**config.mk**
```make
export PLATFORM = sky130hd
export DESIGN_NAME = axi_lite_arbiter_flat
export DESIGN_NICKNAME = d
export VERILOG_FILES = /design/src/rtl/axi_pkg.sv /design/src/rtl/axi_lite_if.sv /design/src/rtl/axi_lite_rr_arb.sv /design/src/rtl/axi_lite_arbiter.sv /design/src/flat_wrapper.sv
export SDC_FILE = /design/constraint.sdc
export NUM_CORES = 1
export LEC_CHECK = 0
export CORE_AREA = 3 3 183 185
export CTS_CLUSTER_SIZE = 14
export DETAILED_ROUTE_END_ITERATION = 8
export DIE_AREA = 0 0 186 188
export DONT_BUFFER_PORTS = 1
export GPL_TIMING_DRIVEN = 0
export SYNTH_ARGS = -nofsm -noshare
export SYNTH_HDL_FRONTEND = slang
export SYNTH_HIERARCHICAL = 1
export SYNTH_SLANG_ARGS = --single-unit
export TNS_END_PERCENT = 30
```
**constraint.sdc**
```tcl
create_clock -name clk -period 3.63 [get_ports clk]
set_clock_uncertainty 0.1 [all_clocks]
set_input_delay 0.5445 -clock clk [delete_from_list [all_inputs] [get_ports clk]]
set_output_delay 0.5445 -clock clk [all_outputs]
set_load 0.03 [all_outputs]
```
**src/rtl/axi_pkg.sv**
```systemverilog
// Shared AXI4-Lite widths and response codes.
// Imported by the arbiter, its interface and its sub-module.
package axi_pkg;

  localparam int ADDR_WIDTH = 32;
  localparam int DATA_WIDTH = 32;

  localparam logic [1:0] RESP_OKAY   = 2'b00;
  localparam logic [1:0] RESP_EXOKAY = 2'b01;
  localparam logic [1:0] RESP_SLVERR = 2'b10;
  localparam logic [1:0] RESP_DECERR = 2'b11;

endpackage

```
**src/rtl/axi_lite_if.sv**
```systemverilog
// AXI4-Lite bundle with master/slave modports.
// Five channels, single beat, no ids.
interface axi_lite_if
  import axi_pkg::*;
#(
  parameter int ADDR_WIDTH = axi_pkg::ADDR_WIDTH,
  parameter int DATA_WIDTH = axi_pkg::DATA_WIDTH
);

  localparam int STRB_WIDTH = DATA_WIDTH / 8;

  logic [ADDR_WIDTH-1:0] awaddr;
  logic [2:0]            awprot;
  logic                  awvalid;
  logic                  awready;

  logic [DATA_WIDTH-1:0] wdata;
  logic [STRB_WIDTH-1:0] wstrb;
  logic                  wvalid;
  logic                  wready;

  logic [1:0]            bresp;
  logic                  bvalid;
  logic                  bready;

  logic [ADDR_WIDTH-1:0] araddr;
  logic [2:0]            arprot;
  logic                  arvalid;
  logic                  arready;

  logic [DATA_WIDTH-1:0] rdata;
  logic [1:0]            rresp;
  logic                  rvalid;
  logic                  rready;

  modport master (
    output awaddr, awprot, awvalid,
    input  awready,
    output wdata, wstrb, wvalid,
    input  wready,
    input  bresp, bvalid,
    output bready,
    output araddr, arprot, arvalid,
    input  arready,
    input  rdata, rresp, rvalid,
    output rready
  );

  modport slave (
    input  awaddr, awprot, awvalid,
    output awready,
    input  wdata, wstrb, wvalid,
    output wready,
    output bresp, bvalid,
    input  bready,
    input  araddr, arprot, arvalid,
    output arready,
    output rdata, rresp, rvalid,
    input  rready
  );

endinterface

```
**src/rtl/axi_lite_rr_arb.sv**
```systemverilog
// Requester picker: round-robin from a start pointer, or
// fixed lowest-index priority when AXI_LITE_ARB_FIXED_PRIO_EN.
module axi_lite_rr_arb #(
  parameter int NUM_REQ = 4,
  parameter int IDX_W   = $clog2(NUM_REQ)
) (
  input  logic [NUM_REQ-1:0] i_req,
  input  logic [IDX_W-1:0]   i_ptr,
  output logic [NUM_REQ-1:0] o_gnt,
  output logic [IDX_W-1:0]   o_idx
);

  logic           w_found;
  logic [IDX_W:0] w_pos;

  // first set request in search order wins
  always_comb begin
    o_gnt   = '0;
    o_idx   = '0;
    w_found = 1'b0;
    w_pos   = '0;
`ifdef AXI_LITE_ARB_FIXED_PRIO_EN
    for (int i = 0; i < NUM_REQ; i++) begin
      w_pos = (IDX_W+1)'(i);
      if (!w_found && i_req[w_pos[IDX_W-1:0]]) begin
        w_found = 1'b1;
        o_idx   = w_pos[IDX_W-1:0];
        o_gnt[w_pos[IDX_W-1:0]] = 1'b1;
      end
    end
`else
    for (int i = 0; i < NUM_REQ; i++) begin
      w_pos = {1'b0, i_ptr} + (IDX_W+1)'(i);
      if (w_pos >= (IDX_W+1)'(NUM_REQ))
        w_pos = w_pos - (IDX_W+1)'(NUM_REQ);
      if (!w_found && i_req[w_pos[IDX_W-1:0]]) begin
        w_found = 1'b1;
        o_idx   = w_pos[IDX_W-1:0];
        o_gnt[w_pos[IDX_W-1:0]] = 1'b1;
      end
    end
`endif
  end

endmodule

```
**src/rtl/axi_lite_arbiter.sv**
```systemverilog
// Shares one AXI4-Lite master among NUM_REQ requesters.
// Option macro: AXI_LITE_ARB_FIXED_PRIO_EN (fixed priority).
module axi_lite_arbiter
  import axi_pkg::*;
#(
  parameter int NUM_REQ    = 4,
  parameter int ADDR_WIDTH = axi_pkg::ADDR_WIDTH,
  parameter int DATA_WIDTH = axi_pkg::DATA_WIDTH
) (
  input  logic                                clk,
  input  logic                                rst,
  input  logic [NUM_REQ-1:0]                  req_valid,
  output logic [NUM_REQ-1:0]                  req_ready,
  input  logic [NUM_REQ-1:0]                  req_write,
  input  logic [NUM_REQ-1:0][ADDR_WIDTH-1:0]  req_addr,
  input  logic [NUM_REQ-1:0][DATA_WIDTH-1:0]  req_wdata,
  input  logic [NUM_REQ-1:0][DATA_WIDTH/8-1:0] req_wstrb,
  output logic [NUM_REQ-1:0]                  rsp_valid,
  output logic [DATA_WIDTH-1:0]               rsp_rdata,
  output logic [1:0]                          rsp_resp,
  axi_lite_if.master                          m_axi_lite
);

  localparam int STRB_WIDTH = DATA_WIDTH / 8;
  localparam int IDX_W      = $clog2(NUM_REQ);

  typedef enum logic [2:0] {
    S_IDLE,
    S_RADDR,
    S_RDATA,
    S_WREQ,
    S_WRESP,
    S_RSP
  } state_t;

  state_t r_state;
  state_t w_state_nxt;

  logic                  r_write;
  logic [ADDR_WIDTH-1:0] r_addr;
  logic [DATA_WIDTH-1:0] r_wdata;
  logic [STRB_WIDTH-1:0] r_wstrb;
  logic [IDX_W-1:0]      r_idx;
  logic                  r_aw_done;
  logic                  r_w_done;
  logic [DATA_WIDTH-1:0] r_rdata;
  logic [1:0]            r_resp;

  logic [NUM_REQ-1:0]    w_gnt;
  logic [IDX_W-1:0]      w_gnt_idx;
  logic [IDX_W-1:0]      w_ptr;
  logic                  w_accept;
  logic                  w_aw_hs;
  logic                  w_w_hs;
  logic                  w_ar_hs;
  logic                  w_r_hs;
  logic                  w_b_hs;

  logic                  w_arvalid;
  logic                  w_rready;
  logic                  w_awvalid;
  logic                  w_wvalid;
  logic                  w_bready;

  axi_lite_rr_arb #(
    .NUM_REQ (NUM_REQ),
    .IDX_W   (IDX_W)
  ) u_arb (
    .i_req (req_valid),
    .i_ptr (w_ptr),
    .o_gnt (w_gnt),
    .o_idx (w_gnt_idx)
  );

  // ready is forced low while reset is held
  assign w_accept = (r_state == S_IDLE) && rst && (|req_valid);

  assign w_ar_hs = w_arvalid && m_axi_lite.arready;
  assign w_r_hs  = w_rready  && m_axi_lite.rvalid;
  assign w_aw_hs = w_awvalid && m_axi_lite.awready;
  assign w_w_hs  = w_wvalid  && m_axi_lite.wready;
  assign w_b_hs  = w_bready  && m_axi_lite.bvalid;

`ifdef AXI_LITE_ARB_FIXED_PRIO_EN
  assign w_ptr = '0;
`else
  logic [IDX_W-1:0] r_ptr;

  assign w_ptr = r_ptr;

  // pointer moves past the winner on every accept
  always_ff @(posedge clk or negedge rst) begin
    if (!rst) begin
      r_ptr <= '0;
    end else if (w_accept) begin
      if (w_gnt_idx == IDX_W'(NUM_REQ-1))
        r_ptr <= '0;
      else
        r_ptr <= w_gnt_idx + IDX_W'(1);
    end
  end
`endif

  // state register
  always_ff @(posedge clk or negedge rst) begin
    if (!rst) r_state <= S_IDLE;
    else      r_state <= w_state_nxt;
  end

  // next-state logic
  always_comb begin
    w_state_nxt = r_state;
    unique case (r_state)
      S_IDLE: begin
        if (w_accept)
          w_state_nxt = req_write[w_gnt_idx] ? S_WREQ : S_RADDR;
      end
      S_RADDR: if (w_ar_hs) w_state_nxt = S_RDATA;
      S_RDATA: if (w_r_hs)  w_state_nxt = S_RSP;
      S_WREQ: begin
        if ((r_aw_done || w_aw_hs) && (r_w_done || w_w_hs))
          w_state_nxt = S_WRESP;
      end
      S_WRESP: if (w_b_hs) w_state_nxt = S_RSP;
      S_RSP:   w_state_nxt = S_IDLE;
      default: w_state_nxt = S_IDLE;
    endcase
  end

  // handshake outputs decoded from state
  always_comb begin
    req_ready = '0;
    rsp_valid = '0;
    w_arvalid = 1'b0;
    w_rready  = 1'b0;
    w_awvalid = 1'b0;
    w_wvalid  = 1'b0;
    w_bready  = 1'b0;
    unique case (r_state)
      S_IDLE:  if (w_accept) req_ready = w_gnt;
      S_RADDR: w_arvalid = 1'b1;
      S_RDATA: w_rready  = 1'b1;
      S_WREQ: begin
        w_awvalid = !r_aw_done;
        w_wvalid  = !r_w_done;
      end
      S_WRESP: w_bready = 1'b1;
      S_RSP:   rsp_valid[r_idx] = 1'b1;
      default: ;
    endcase
  end

  // command capture on accept, response capture on R/B
  always_ff @(posedge clk or negedge rst) begin
    if (!rst) begin
      r_write <= 1'b0;
      r_addr  <= '0;
      r_wdata <= '0;
      r_wstrb <= '0;
      r_idx   <= '0;
      r_rdata <= '0;
      r_resp  <= RESP_OKAY;
    end else begin
      if (w_accept) begin
        r_write <= req_write[w_gnt_idx];
        r_addr  <= req_addr[w_gnt_idx];
        r_wdata <= req_wdata[w_gnt_idx];
        r_wstrb <= req_wstrb[w_gnt_idx];
        r_idx   <= w_gnt_idx;
      end
      if (w_r_hs) begin
        r_rdata <= m_axi_lite.rdata;
        r_resp  <= m_axi_lite.rresp;
      end
      if (w_b_hs) begin
        r_rdata <= '0;
        r_resp  <= m_axi_lite.bresp;
      end
    end
  end

  // AW and W complete independently
  always_ff @(posedge clk or negedge rst) begin
    if (!rst) begin
      r_aw_done <= 1'b0;
      r_w_done  <= 1'b0;
    end else if (r_state == S_IDLE) begin
      r_aw_done <= 1'b0;
      r_w_done  <= 1'b0;
    end else begin
      if (w_aw_hs) r_aw_done <= 1'b1;
      if (w_w_hs)  r_w_done  <= 1'b1;
    end
  end

  assign rsp_rdata = r_rdata;
  assign rsp_resp  = r_resp;

  assign m_axi_lite.araddr  = r_addr;
  assign m_axi_lite.arprot  = 3'b000;
  assign m_axi_lite.arvalid = w_arvalid;
  assign m_axi_lite.rready  = w_rready;
  assign m_axi_lite.awaddr  = r_addr;
  assign m_axi_lite.awprot  = 3'b000;
  assign m_axi_lite.awvalid = w_awvalid;
  assign m_axi_lite.wdata   = r_wdata;
  assign m_axi_lite.wstrb   = r_wstrb;
  assign m_axi_lite.wvalid  = w_wvalid;
  assign m_axi_lite.bready  = w_bready;

endmodule

```
**src/flat_wrapper.sv**
```systemverilog
// flat-port wrapper written by rule: the top's interface ports become plain ports
module axi_lite_arbiter_flat import axi_pkg::*;
#(
  parameter int NUM_REQ    = 4,
  parameter int ADDR_WIDTH = axi_pkg::ADDR_WIDTH,
  parameter int DATA_WIDTH = axi_pkg::DATA_WIDTH
)
  (clk, rst, req_valid, req_ready, req_write, req_addr, req_wdata, req_wstrb, rsp_valid, rsp_rdata, rsp_resp, m_axi_lite_awaddr, m_axi_lite_awprot, m_axi_lite_awvalid, m_axi_lite_awready, m_axi_lite_wdata, m_axi_lite_wstrb, m_axi_lite_wvalid, m_axi_lite_wready, m_axi_lite_bresp, m_axi_lite_bvalid, m_axi_lite_bready, m_axi_lite_araddr, m_axi_lite_arprot, m_axi_lite_arvalid, m_axi_lite_arready, m_axi_lite_rdata, m_axi_lite_rresp, m_axi_lite_rvalid, m_axi_lite_rready);
  axi_lite_if #(.ADDR_WIDTH(ADDR_WIDTH), .DATA_WIDTH(DATA_WIDTH)) m_axi_lite_i ();
  input  logic clk;
  input  logic rst;
  input  logic [NUM_REQ-1:0] req_valid;
  output logic [NUM_REQ-1:0] req_ready;
  input  logic [NUM_REQ-1:0] req_write;
  input  logic [NUM_REQ-1:0][ADDR_WIDTH-1:0] req_addr;
  input  logic [NUM_REQ-1:0][DATA_WIDTH-1:0] req_wdata;
  input  logic [NUM_REQ-1:0][DATA_WIDTH/8-1:0] req_wstrb;
  output logic [NUM_REQ-1:0] rsp_valid;
  output logic [DATA_WIDTH-1:0] rsp_rdata;
  output logic [1:0] rsp_resp;
  output wire logic [$bits(m_axi_lite_i.awaddr)-1:0] m_axi_lite_awaddr;
  output wire logic [$bits(m_axi_lite_i.awprot)-1:0] m_axi_lite_awprot;
  output wire logic [$bits(m_axi_lite_i.awvalid)-1:0] m_axi_lite_awvalid;
  input wire logic [$bits(m_axi_lite_i.awready)-1:0] m_axi_lite_awready;
  output wire logic [$bits(m_axi_lite_i.wdata)-1:0] m_axi_lite_wdata;
  output wire logic [$bits(m_axi_lite_i.wstrb)-1:0] m_axi_lite_wstrb;
  output wire logic [$bits(m_axi_lite_i.wvalid)-1:0] m_axi_lite_wvalid;
  input wire logic [$bits(m_axi_lite_i.wready)-1:0] m_axi_lite_wready;
  input wire logic [$bits(m_axi_lite_i.bresp)-1:0] m_axi_lite_bresp;
  input wire logic [$bits(m_axi_lite_i.bvalid)-1:0] m_axi_lite_bvalid;
  output wire logic [$bits(m_axi_lite_i.bready)-1:0] m_axi_lite_bready;
  output wire logic [$bits(m_axi_lite_i.araddr)-1:0] m_axi_lite_araddr;
  output wire logic [$bits(m_axi_lite_i.arprot)-1:0] m_axi_lite_arprot;
  output wire logic [$bits(m_axi_lite_i.arvalid)-1:0] m_axi_lite_arvalid;
  input wire logic [$bits(m_axi_lite_i.arready)-1:0] m_axi_lite_arready;
  input wire logic [$bits(m_axi_lite_i.rdata)-1:0] m_axi_lite_rdata;
  input wire logic [$bits(m_axi_lite_i.rresp)-1:0] m_axi_lite_rresp;
  input wire logic [$bits(m_axi_lite_i.rvalid)-1:0] m_axi_lite_rvalid;
  output wire logic [$bits(m_axi_lite_i.rready)-1:0] m_axi_lite_rready;
  assign m_axi_lite_awaddr = m_axi_lite_i.awaddr;
  assign m_axi_lite_awprot = m_axi_lite_i.awprot;
  assign m_axi_lite_awvalid = m_axi_lite_i.awvalid;
  assign m_axi_lite_i.awready = m_axi_lite_awready;
  assign m_axi_lite_wdata = m_axi_lite_i.wdata;
  assign m_axi_lite_wstrb = m_axi_lite_i.wstrb;
  assign m_axi_lite_wvalid = m_axi_lite_i.wvalid;
  assign m_axi_lite_i.wready = m_axi_lite_wready;
  assign m_axi_lite_i.bresp = m_axi_lite_bresp;
  assign m_axi_lite_i.bvalid = m_axi_lite_bvalid;
  assign m_axi_lite_bready = m_axi_lite_i.bready;
  assign m_axi_lite_araddr = m_axi_lite_i.araddr;
  assign m_axi_lite_arprot = m_axi_lite_i.arprot;
  assign m_axi_lite_arvalid = m_axi_lite_i.arvalid;
  assign m_axi_lite_i.arready = m_axi_lite_arready;
  assign m_axi_lite_i.rdata = m_axi_lite_rdata;
  assign m_axi_lite_i.rresp = m_axi_lite_rresp;
  assign m_axi_lite_i.rvalid = m_axi_lite_rvalid;
  assign m_axi_lite_rready = m_axi_lite_i.rready;
  axi_lite_arbiter #(.NUM_REQ(NUM_REQ), .ADDR_WIDTH(ADDR_WIDTH), .DATA_WIDTH(DATA_WIDTH)) u_core (.clk(clk), .rst(rst), .req_valid(req_valid), .req_ready(req_ready), .req_write(req_write), .req_addr(req_addr), .req_wdata(req_wdata), .req_wstrb(req_wstrb), .rsp_valid(rsp_valid), .rsp_rdata(rsp_rdata), .rsp_resp(rsp_resp), .m_axi_lite(m_axi_lite_i));
endmodule
```
==> results by group <==
Worst hold path
  – Worst Hold Class: in2async

Floorplan
  – Number of I/O pins: 476
  – Core area: 32200 um^2
  – Chip width: between 150 and 200 um
  – Starting density of the core: 0.207
  – Core Rows: 66
  – Die Y: between 150 and 200 um
  – Full die area: about 35000 um^2

Worst setup path
  – Worst reg2reg path endpoint: u_core/m_axi_lite.araddr[24]$_DFFE_PN0N_
  – Max FO, Critical Path: 10
  – Crit path launch type: flip-flop
  – Crit end category: primary output
  – Crit path DAT: about 2.8 ns
  – Reg-to-reg slack, setup: about 0.23 ns
  – Worst EP required: around 3 ns
  – Worst reg2reg startpoint: u_core/r_ptr[0]$_DFFE_PN0N_
  – R2R cell count: 11
  – Kind of critical path: reg2out

Finish
  – Fillers: 3343
  – Most frequent cells in the layout: dfrtp_1, mux4_2, buf_4, mux2_2, a22o_1
  – Design area: between 7000 and 8000 um^2
  – Finished Layout Cells: approximately 900
  – Post-layout util: 0.241
  – Commonest non-fill, non-tap cell in the layout: dfrtp_1
  – Area grow syn2layout: 16.3%
  – Fraction of layout cells with a size suffix above 1: 0.461
  – Final nets: ~800

CTS
  – Clock sinks: approximately 110
  – Clock latency on the worst-skew pair: between 0.3 and 0.4 ns
  – Root buffer cell: clkbuf_16
  – CTS Buffer Depth: 2
  – CTS tree: done
  – TritonCTS buffer count: 9
  – Clk slew on worst S/H paths: roughly 0.080 ns
  – H-Tree Depth: 3

Place
  – Pre-CTS setup slack: -1.04 ns
  – Port bufs: 0
  – Detailed Place HPWL: ~20000 um
  – Final GP Congestion: 0.912
  – Placed cell areas: 7210 um^2
  – Placed cells: about 900

Timing
  – Max transition margin: 0.356
  – Setup ws final: roughly 0.23 ns
  – Final Hold Fails: 19
  – RSZ-0062 raised after global routing: false
  – Hold_ws: -0.0271 ns
  – Worst-Margin Slew: between 0.9 and 1 ns
  – Final min period: about 3.4 ns
  – Tcrit/Tclk final: 0.938
  – Endpoints failing setup: 0
  – Number of max-slew violations in the final report: 0
  – F_max: around 300 MHz

Global route
  – GRT overflow: 0
  – Vias in the first global route: about 4.7k
  – Largest net degree at the start of global routing: 112
  – First-pass GRT wire length: between 30000 and 40000 um
  – Initial antenna violation count: 9
  – GRT Util Overall: 0.138

Yosys
  – Netlist cell types: 42
  – Synth Register Bits: 111
  – Post-synthesis compound-gate area fraction: 0.0831
  – Yosys warns: 6
  – Largest family of logic cells by synthesized area: multiplexers
  – Post-Synth Adder-Cell Area: 0.0113
  – Primary FF master, synth: dfrtp_1
  – Post-synthesis xor/xnor area fraction: 0
  – Share of flip-flops with an asynchronous set or reset: 1.00
  – Number of synthesized flops with an enable pin: 0
  – Cells after synthesis: 463
  – Syn Std Cell Area: between 6000 and 7000 um^2
  – Average cell area after synthesis: 14.4 um^2
  – Post-synthesis simple-gate area fraction: 0.0407
  – Sequential fraction of the synthesis area: 0.416
  – Post-synthesis mux area share: 0.369

Status
  – Failing checks: negative hold slack
  – Status: finished with violations

Detailed routing
  – ANT nets after route: 0
  – Initial DRT Pass Iterations: 4
  – # DRC: 0
  – Wirelength per Cell: about 28 um
  – DR iter-0 viols: about 320
  – Routed via count: around 4.5k
  – Drt via density: between 4 and 5
  – Drt total wl: about 26000 um

Power
  – Leak pwr: around 0.0031 uW
  – Pwr/cell area: roughly 1300 nW/um^2
  – VDD IR-drop max: 0.593 mV

Flow run
  – # Max-Cap Violations: 0
==> layout make-up <==
class	count	area [um^2]	share of cell area
Tap cell	408	510	0.0658
Sequential cell	111	2780	0.358
Antenna cell	4	10.0	0.00129
Clock inverter	7	77.6	0.0100
Inverter	7	26.3	0.00339
Multi-Input combinational cell	274	3420	0.441
Buffer	76	616	0.0793
Clock buffer	9	225	0.0290
Timing Repair Buffer	8	97.6	0.0126
==> state kept, by name, summed over array words and instances (netlist names) <==
register and cells:
u_core/m_axi_lite.wstrb 4, u_core/r_idx 2, u_core/m_axi_lite.araddr 32, u_core/m_axi_lite.wdata 32, u_core/r_w_done 1, u_core/rsp_rdata 32
u_core/r_aw_done 1, u_core/r_ptr 2, u_core/r_state 3, u_core/rsp_resp 2
==> routing by layer <==
metal  global-route usage  share of wire
met1                0.173           0.38
met5                    0         0.0040
met3               0.0551           0.10
met2                0.225           0.50
met4               0.0315          0.014
==> logic make-up (layout without fill, tap and decap cells) <==
logic type	Yosys count	count (layout)
AO/OA/AOI/OAI	70	70
adder cells (fa/ha/maj)	6	6
buffers and inverters	83	107
flip-flops	111	111
multiplexers	146	146
other	1	10
AND/OR/NAND/NOR	46	46
==> critical path, cell delays in order, from the launching register on <==
cell and delay (ns):
dfrtp_2 0.41, buf_4 0.19, inv_1 0.11, ha_4 0.30, mux4_2 0.40, nor4b_4 0.33, buf_4 0.17, a22oi_1 0.06
o21ai_0 0.09, and2_1 0.34
==> worst max-delay path by stage <==
stage	startpoint	to	slack, ns	depth (start not counted)
finish	u_core/r_ptr[0]$_DFFE_PN0N_	req_ready[3]	0.23	9
global route	u_core/r_ptr[1]$_DFFE_PN0N_	u_core/m_axi_lite.araddr[20]$_DFFE_PN0N_	0.06	11
CTS	u_core/r_ptr[0]$_DFFE_PN0N_	u_core/m_axi_lite.araddr[12]$_DFFE_PN0N_	0.007	11
detailed placement	u_core/r_ptr[0]$_DFFE_PN0N_	u_core/m_axi_lite.wstrb[3]$_DFFE_PN0N_	-1.04	10
global placement	u_core/r_ptr[0]$_DFFE_PN0N_	u_core/m_axi_lite.wstrb[3]$_DFFE_PN0N_	-0.97	10
floorplan	u_core/r_ptr[0]$_DFFE_PN0N_	u_core/m_axi_lite.araddr[25]$_DFFE_PN0N_	0.15	11
==> what timing repair did <==
action	in CTS	in global routing
gates resized for setup	36	15
hold buffers	1	0
endpoints found under the hold margin	111	0
cloned	0	1
setup buffers	3	3
endpoints found under the setup margin	75	73
pin swaps	1	0
==> synth_stat cells (2+ instances only) <==
library cell	instances	area (um^2)
inv_1	7	26.3
nor3_1	2	10.0
mux2_1	25	282
mux2_2	47	529
nor3b_1	2	15.0
nor2_1	13	48.8
nor4b_1	2	17.5
nand2_1	10	37.5
a21o_1	2	15.0
mux4_2	73	1640
buf_2	20	100
and3_1	2	12.5
a22o_1	34	298
clkbuf_1	10	37.5
dfrtp_1	111	2780
and2_1	4	25.0
a21oi_1	3	15.0
a22oi_1	10	75.1
nor2b_1	4	25.0
ha_1	6	75.1
buf_4	42	315
buf_6	4	45.0
o21ai_0	11	55.1
==> where the power goes <==
part	leakage [uW]	total, uW	switching [uW]	internal, uW
clock	0.000147	1050	509	545
sequential	0.00136	3530	1690	1840
combinational	0.00162	5770	2750	3020
==> stage by stage <==
stage          total power, uW  setup TNS (ns)  hold slack [ns]
2_1_floorplan             7670               0            0.149
3_3_place_gp              8820          -54.40            0.153
3_5_place_dp              8910          -58.84            0.152
4_1_cts                  10300               0           0.0382
5_1_grt                  11000               0          0.00692
6_report                 10400               0          -0.0271
No activity file was read; power rests on OpenSTA's default activity.
